[src/rtl/id_ex_alu_ctrl_pkg.sv]
// Shared CPU definitions: datapath widths, ALU op codes, MIPS opcode/funct
// encodings and the control bundle carried from decode into execute.
package id_ex_alu_ctrl_pkg;

    localparam int PC_BITS       = 32;
    localparam int REG_ADDR_BITS = 5;
    localparam int IMM_BITS      = 16;

    localparam logic [3:0] ALU_AND = 4'b0000;
    localparam logic [3:0] ALU_OR  = 4'b0001;
    localparam logic [3:0] ALU_ADD = 4'b0010;
    localparam logic [3:0] ALU_MUL = 4'b0011;
    localparam logic [3:0] ALU_SUB = 4'b0110;
    localparam logic [3:0] ALU_SLT = 4'b0111;

    localparam logic [5:0] OP_RTYPE    = 6'h00;
    localparam logic [5:0] OP_SPECIAL2 = 6'h1C;
    localparam logic [5:0] OP_LW       = 6'h23;
    localparam logic [5:0] OP_SW       = 6'h2B;
    localparam logic [5:0] OP_ADDI     = 6'h08;
    localparam logic [5:0] OP_BEQ      = 6'h04;
    localparam logic [5:0] OP_J        = 6'h02;

    localparam logic [5:0] FUNCT_ADD = 6'h20;
    localparam logic [5:0] FUNCT_SUB = 6'h22;
    localparam logic [5:0] FUNCT_AND = 6'h24;
    localparam logic [5:0] FUNCT_OR  = 6'h25;
    localparam logic [5:0] FUNCT_SLT = 6'h2A;
    localparam logic [5:0] FUNCT_MUL = 6'h02;

    typedef struct packed {
        logic [3:0] alu_control;
        logic       alu_src;
        logic       reg_dst;
        logic       reg_write;
        logic       mem_write;
        logic       mem_to_reg;
        logic       branch;
        logic       jump;
    } ctrl_t;

    // A bubble has no side effects; the ALU code still reads as ADD.
    function automatic ctrl_t bubble_ctrl();
        ctrl_t c;
        c             = '0;
        c.alu_control = ALU_ADD;
        return c;
    endfunction

    function automatic logic [PC_BITS-1:0] sign_extend_imm(input logic [IMM_BITS-1:0] imm);
        return {{(PC_BITS-IMM_BITS){imm[IMM_BITS-1]}}, imm};
    endfunction

endpackage

[src/rtl/id_ex_alu_ctrl_alu_decoder.sv]
// Purely combinational main/ALU decoder: opcode and funct to the control
// bundle plus an illegal flag. Shared with the hazard unit.
module alu_decoder
    import id_ex_alu_ctrl_pkg::*;
(
    input  logic [5:0] op_i,
    input  logic [5:0] funct_i,
    output ctrl_t      ctrl_o,
    output logic       illegal_o
);

    ctrl_t ctrlRaw;
    logic  illegalRaw;

    always_comb begin
        ctrlRaw    = '0;
        illegalRaw = 1'b0;
        case (op_i)
            OP_RTYPE: begin
                ctrlRaw.reg_dst   = 1'b1;
                ctrlRaw.reg_write = 1'b1;
                case (funct_i)
                    FUNCT_ADD: ctrlRaw.alu_control = ALU_ADD;
                    FUNCT_SUB: ctrlRaw.alu_control = ALU_SUB;
                    FUNCT_AND: ctrlRaw.alu_control = ALU_AND;
                    FUNCT_OR:  ctrlRaw.alu_control = ALU_OR;
                    FUNCT_SLT: ctrlRaw.alu_control = ALU_SLT;
                    default:   illegalRaw          = 1'b1;
                endcase
            end
            OP_SPECIAL2: begin
                ctrlRaw.reg_dst   = 1'b1;
                ctrlRaw.reg_write = 1'b1;
                if (funct_i == FUNCT_MUL) begin
                    ctrlRaw.alu_control = ALU_MUL;
                end else begin
                    illegalRaw = 1'b1;
                end
            end
            OP_LW: begin
                ctrlRaw.alu_control = ALU_ADD;
                ctrlRaw.alu_src     = 1'b1;
                ctrlRaw.reg_write   = 1'b1;
                ctrlRaw.mem_to_reg  = 1'b1;
            end
            OP_SW: begin
                ctrlRaw.alu_control = ALU_ADD;
                ctrlRaw.alu_src     = 1'b1;
                ctrlRaw.mem_write   = 1'b1;
            end
            OP_ADDI: begin
                ctrlRaw.alu_control = ALU_ADD;
                ctrlRaw.alu_src     = 1'b1;
                ctrlRaw.reg_write   = 1'b1;
            end
            OP_BEQ: begin
                ctrlRaw.alu_control = ALU_SUB;
                ctrlRaw.branch      = 1'b1;
            end
            // Jump carries no ALU work, so its op code stays at all-zero.
            OP_J: begin
                ctrlRaw.jump = 1'b1;
            end
            default: begin
                illegalRaw = 1'b1;
            end
        endcase
    end

    // Unsupported encodings must never leak partial control to consumers.
    always_comb begin
        ctrl_o    = ctrlRaw;
        illegal_o = illegalRaw;
        if (illegalRaw) begin
            ctrl_o = bubble_ctrl();
        end
    end

endmodule

[src/rtl/id_ex_alu_ctrl.sv]
// ID/EX pipeline register for the ALU path: decodes the instruction in
// decode and captures control, operands and specifiers for execute.
module id_ex_alu_ctrl
    import id_ex_alu_ctrl_pkg::*;
(
    input  logic                     clk,
    input  logic                     reset,
    input  logic [31:0]              instr_d,
    input  logic                     valid_d,
    input  logic [PC_BITS-1:0]       rd1_d,
    input  logic [PC_BITS-1:0]       rd2_d,
    input  logic                     stall_e,
    input  logic                     flush_e,
    output logic                     valid_e,
    output logic [3:0]               alu_control_e,
    output logic                     alu_src_e,
    output logic                     reg_dst_e,
    output logic                     reg_write_e,
    output logic                     mem_write_e,
    output logic                     mem_to_reg_e,
    output logic                     branch_e,
    output logic                     jump_e,
    output logic [PC_BITS-1:0]       rd1_e,
    output logic [PC_BITS-1:0]       rd2_e,
    output logic [PC_BITS-1:0]       imm_e,
    output logic [REG_ADDR_BITS-1:0] rs_e,
    output logic [REG_ADDR_BITS-1:0] rt_e,
    output logic [REG_ADDR_BITS-1:0] rd_e,
    output logic                     illegal_e
);

    ctrl_t decCtrl;
    logic  decIllegal;

    alu_decoder u_alu_decoder (
        .op_i      (instr_d[31:26]),
        .funct_i   (instr_d[5:0]),
        .ctrl_o    (decCtrl),
        .illegal_o (decIllegal)
    );

    logic                     validEx_q,   validEx_d;
    ctrl_t                    ctrlEx_q,    ctrlEx_d;
    logic [PC_BITS-1:0]       rd1Ex_q,     rd1Ex_d;
    logic [PC_BITS-1:0]       rd2Ex_q,     rd2Ex_d;
    logic [PC_BITS-1:0]       immEx_q,     immEx_d;
    logic [REG_ADDR_BITS-1:0] rsEx_q,      rsEx_d;
    logic [REG_ADDR_BITS-1:0] rtEx_q,      rtEx_d;
    logic [REG_ADDR_BITS-1:0] rdEx_q,      rdEx_d;
    logic                     illegalEx_q, illegalEx_d;

    logic holdSlot;
    logic advance;
    logic takeNew;

    // Flush outranks stall; the decode word only advances when neither is set.
    assign holdSlot = stall_e && !flush_e;
    assign advance  = !stall_e && !flush_e;
    assign takeNew  = advance && valid_d && !decIllegal;

    always_comb begin
        validEx_d = 1'b0;
        ctrlEx_d  = bubble_ctrl();
        rd1Ex_d   = '0;
        rd2Ex_d   = '0;
        immEx_d   = '0;
        rsEx_d    = '0;
        rtEx_d    = '0;
        rdEx_d    = '0;
        if (holdSlot) begin
            validEx_d = validEx_q;
            ctrlEx_d  = ctrlEx_q;
            rd1Ex_d   = rd1Ex_q;
            rd2Ex_d   = rd2Ex_q;
            immEx_d   = immEx_q;
            rsEx_d    = rsEx_q;
            rtEx_d    = rtEx_q;
            rdEx_d    = rdEx_q;
        end else if (takeNew) begin
            validEx_d = 1'b1;
            ctrlEx_d  = decCtrl;
            rd1Ex_d   = rd1_d;
            rd2Ex_d   = rd2_d;
            immEx_d   = sign_extend_imm(instr_d[15:0]);
            rsEx_d    = instr_d[25:21];
            rtEx_d    = instr_d[20:16];
            rdEx_d    = instr_d[15:11];
        end
    end

    // Illegal is latched when the offending word actually leaves decode,
    // so a stalled illegal word is flagged once it advances.
    assign illegalEx_d = illegalEx_q | (advance & valid_d & decIllegal);

    always_ff @(posedge clk) begin
        if (reset) begin
            validEx_q   <= 1'b0;
            ctrlEx_q    <= bubble_ctrl();
            rd1Ex_q     <= '0;
            rd2Ex_q     <= '0;
            immEx_q     <= '0;
            rsEx_q      <= '0;
            rtEx_q      <= '0;
            rdEx_q      <= '0;
            illegalEx_q <= 1'b0;
        end else begin
            validEx_q   <= validEx_d;
            ctrlEx_q    <= ctrlEx_d;
            rd1Ex_q     <= rd1Ex_d;
            rd2Ex_q     <= rd2Ex_d;
            immEx_q     <= immEx_d;
            rsEx_q      <= rsEx_d;
            rtEx_q      <= rtEx_d;
            rdEx_q      <= rdEx_d;
            illegalEx_q <= illegalEx_d;
        end
    end

    assign valid_e       = validEx_q;
    assign alu_control_e = ctrlEx_q.alu_control;
    assign alu_src_e     = ctrlEx_q.alu_src;
    assign reg_dst_e     = ctrlEx_q.reg_dst;
    assign reg_write_e   = ctrlEx_q.reg_write;
    assign mem_write_e   = ctrlEx_q.mem_write;
    assign mem_to_reg_e  = ctrlEx_q.mem_to_reg;
    assign branch_e      = ctrlEx_q.branch;
    assign jump_e        = ctrlEx_q.jump;
    assign rd1_e         = rd1Ex_q;
    assign rd2_e         = rd2Ex_q;
    assign imm_e         = immEx_q;
    assign rs_e          = rsEx_q;
    assign rt_e          = rtEx_q;
    assign rd_e          = rdEx_q;
    assign illegal_e     = illegalEx_q;

endmodule

[config.mk]
export PLATFORM = sky130hd
export DESIGN_NAME = id_ex_alu_ctrl
export DESIGN_NICKNAME = d
export VERILOG_FILES = /design/src/rtl/id_ex_alu_ctrl_pkg.sv /design/src/rtl/id_ex_alu_ctrl_alu_decoder.sv /design/src/rtl/id_ex_alu_ctrl.sv
export SDC_FILE = /design/constraint.sdc
export NUM_CORES = 1
export LEC_CHECK = 0
export CORE_MARGIN = 4
export CORE_UTILIZATION = 41
export CTS_CLUSTER_DIAMETER = 200
export DETAILED_ROUTE_END_ITERATION = 12
export PLACE_DENSITY = 0.95
export RECOVER_POWER = 25
export SYNTH_ARGS = -nofsm -noshare
export SYNTH_HDL_FRONTEND = slang
export SYNTH_HIERARCHICAL = 1
export SYNTH_SLANG_ARGS = --single-unit
[constraint.sdc]
create_clock -name clk -period 6 [get_ports clk]
set_input_delay 1.8 -clock clk [delete_from_list [all_inputs] [get_ports clk]]
set_output_delay 1.8 -clock clk [all_outputs]
set_load 0.05 [all_outputs]
==> run metrics <==
status complete, but fails checks; failing checks max-capacitance violations, max-slew violations; WP data arrival 5090 ps; starting density of the core 42.7%; # resized after CTS 0; Max-Cap Viols 1; final non-filler cell total 634; Root Driver clkbuf_8; top cells by count, synth dfxtp_1 (103), a32o_1 (99), buf_4 (31), buf_12 (10), buf_6 (10); GP Congestion 0.871; EDFF count, synth 0; number of global-route vias before repair 3487; Critical Path Sink Type flop; Yosys cell types 39; Final Cycle Share 80.2%; WS Path Type in -> reg; Post-CTS Repair Setup Buffers 0; nets 601; worst hold path type reg -> reg; die area 11400 µm²; Final min period 4810 ps; # clock sinks 103; Worst Path Required 6280 ps; ys async rst share 0%; drt wl/cell 18.6 µm; Post-synth top flop dfxtp_1; Total GRT Usage 19.7%; YS warnings 6; first-pass GRT wire length 18.1 mm; final-report max-slew violation count 22; n_diodes 0; via/cell ratio 5.54; top cell type's share of synthesized area 51.6%; final hold vios 0; Syn Area/Cell 12.6 µm²; count leader, synth dfxtp_1; fmax 0.208 GHz; # IOs 225; Synth Instances 317; htree depth 3; CTS tree built; synthesized area 4000 µm²; number of fill cells in the layout 754; initial antenna violation count 0; clock latency at the later pin of the worst-skew pair 340 ps; Chip Height 107 µm; setup TNS 0 ps; Seq cells post-synth 103; Syn Nets 418; Num CTS Buffers 9; num rows 35; relative slew slack -69.3%; Leakage 2.29 nW; Worst Setup Start Kind primary input; Placeable Area 9370 µm²; GRT Residual Overflow 0; vias 3511; CP max FO 31; area grow syn2layout 52.5%; CTS Buffer Depth 2; sequential area share after synthesis 51.6%; share of cells above drive strength 1 5.74%; Post-DRT Antenna Nets 0; Worst-path clk slew 90 ps; cell taking the most area after synthesis dfxtp_1; Post-route DRC 0; Clock Skew 0 ps; RSZ-0062 raised after global routing false; pin count of the biggest net entering global routing 58; worst slew pin tran 2530 ps; port bufs 224; Hold Buf Count CTS 0; DP HPWL 8.95 mm; synth top area cells dfxtp_1 (52%), a32o_1 (25%), buf_4 (5.8%); drt initial violations 262; peak supply drop 0.157 mV; drt first pass iters 4; final setup fails 0; pwr dens 209 nW/µm²; die width 107 µm; dpl cells 618; WL final 11.8 mm
[stage by stage]
| stage | setup slack (ps) | total power (W) | cell area [µm²] | hold slack [ps] | utilization, % |
|---|---|---|---|---|---|
| floorplan | 2130 | 0.000765 | 4000 | 657 | - |
| global placement | 1300 | 0.000829 | 5900 | 441 | 62.9 |
| detailed placement | 1210 | 0.000833 | 5900 | 453 | 62.9 |
| CTS | 1590 | 0.00129 | 6110 | 476 | 65.2 |
| global route | 884 | 0.00132 | 6100 | 481 | 65.1 |
| finish | 1190 | 0.00127 | 6100 | 466 | 65.1 |
[state kept, by name, indices dropped and copies added, names as in the netlist]
name / flops
rd1_e: 32
rd2_e: 32
imm_e: 16
rs_e: 5
rt_e: 5
alu_control_e: 4
alu_src_e: 1
branch_e: 1
illegal_e: 1
jump_e: 1
mem_to_reg_e: 1
mem_write_e: 1
reg_dst_e: 1
reg_write_e: 1
valid_e: 1
[cell type report]
cell class,instances,area (µm²),share of cell area [%]
timing repair buffer,230,2300,37.7
sequential,103,2060,33.8
multi-input combinational,151,1350,22.1
tap,129,161,2.65
clock buffer,11,151,2.48
clock inverter,5,61.3,1.01
inverter,5,18.8,0.308
[path summary, 6_finish.rpt]
path / start / end / slack, ps / cells after the start
worst max-delay path: stall_e / rd1_e[16]$_SDFFE_PP0N_ / 1190 / 4
worst min-delay path: rd2_e[27]$_SDFFE_PP0N_ / rd2_e[27]$_SDFFE_PP0N_ / 470 / 1
worst max register to register: imm_e[30]$_SDFFE_PP0N_ / imm_e[30]$_SDFFE_PP0N_ / 5100 / 1
worst min register to register: rd2_e[27]$_SDFFE_PP0N_ / rd2_e[27]$_SDFFE_PP0N_ / 470 / 1
[power breakdown]
group          switching [W]  leakage [nW]  internal [W]
clock network       0.000236         0.111      0.000220
logic              0.0000570          1.35     0.0000728
registers         0.00000138         0.830      0.000686
[metal layers]
layer | share of wire, % | GRT usage (%) | wire [µm]
met1 | 38 | 22.2 | 4530
met2 | 51 | 35.7 | 6010
met3 | 8.4 | 5.90 | 994
met4 | 2.1 | 5.84 | 244
met5 | 0 | 0 | 0
[cell usage in the layout, fill, tap and decap left out, drive strengths merged, types with 4 or more instances in the layout]
master / instances
dlygate4sd3: 55
clkdlybuf4s50: 169
buf: 6
or3: 4
clkbuf: 11
nand3: 5
inv: 8
a32o: 100
a21oi: 4
dfxtp: 103
nor2: 6
[logic make-up (layout without fill, tap and decap cells)]
logic type      count (synthesis)  count (layout)  share of synthesized area [%]
compound gates                114             114                           27.4
mux                             2               2                          0.532
other cells                     1               1                         0.0938
buf+inv                        63             251                           14.9
simple gates                   34              34                           5.57
flops                         103             103                           51.6
[critical path, stage by stage]
cell and delay [ps]:
clkdlybuf4s50_1 560, nor3b_1 1970, buf_4 570, a32o_1 180
Power figures use the tool's default switching activity.
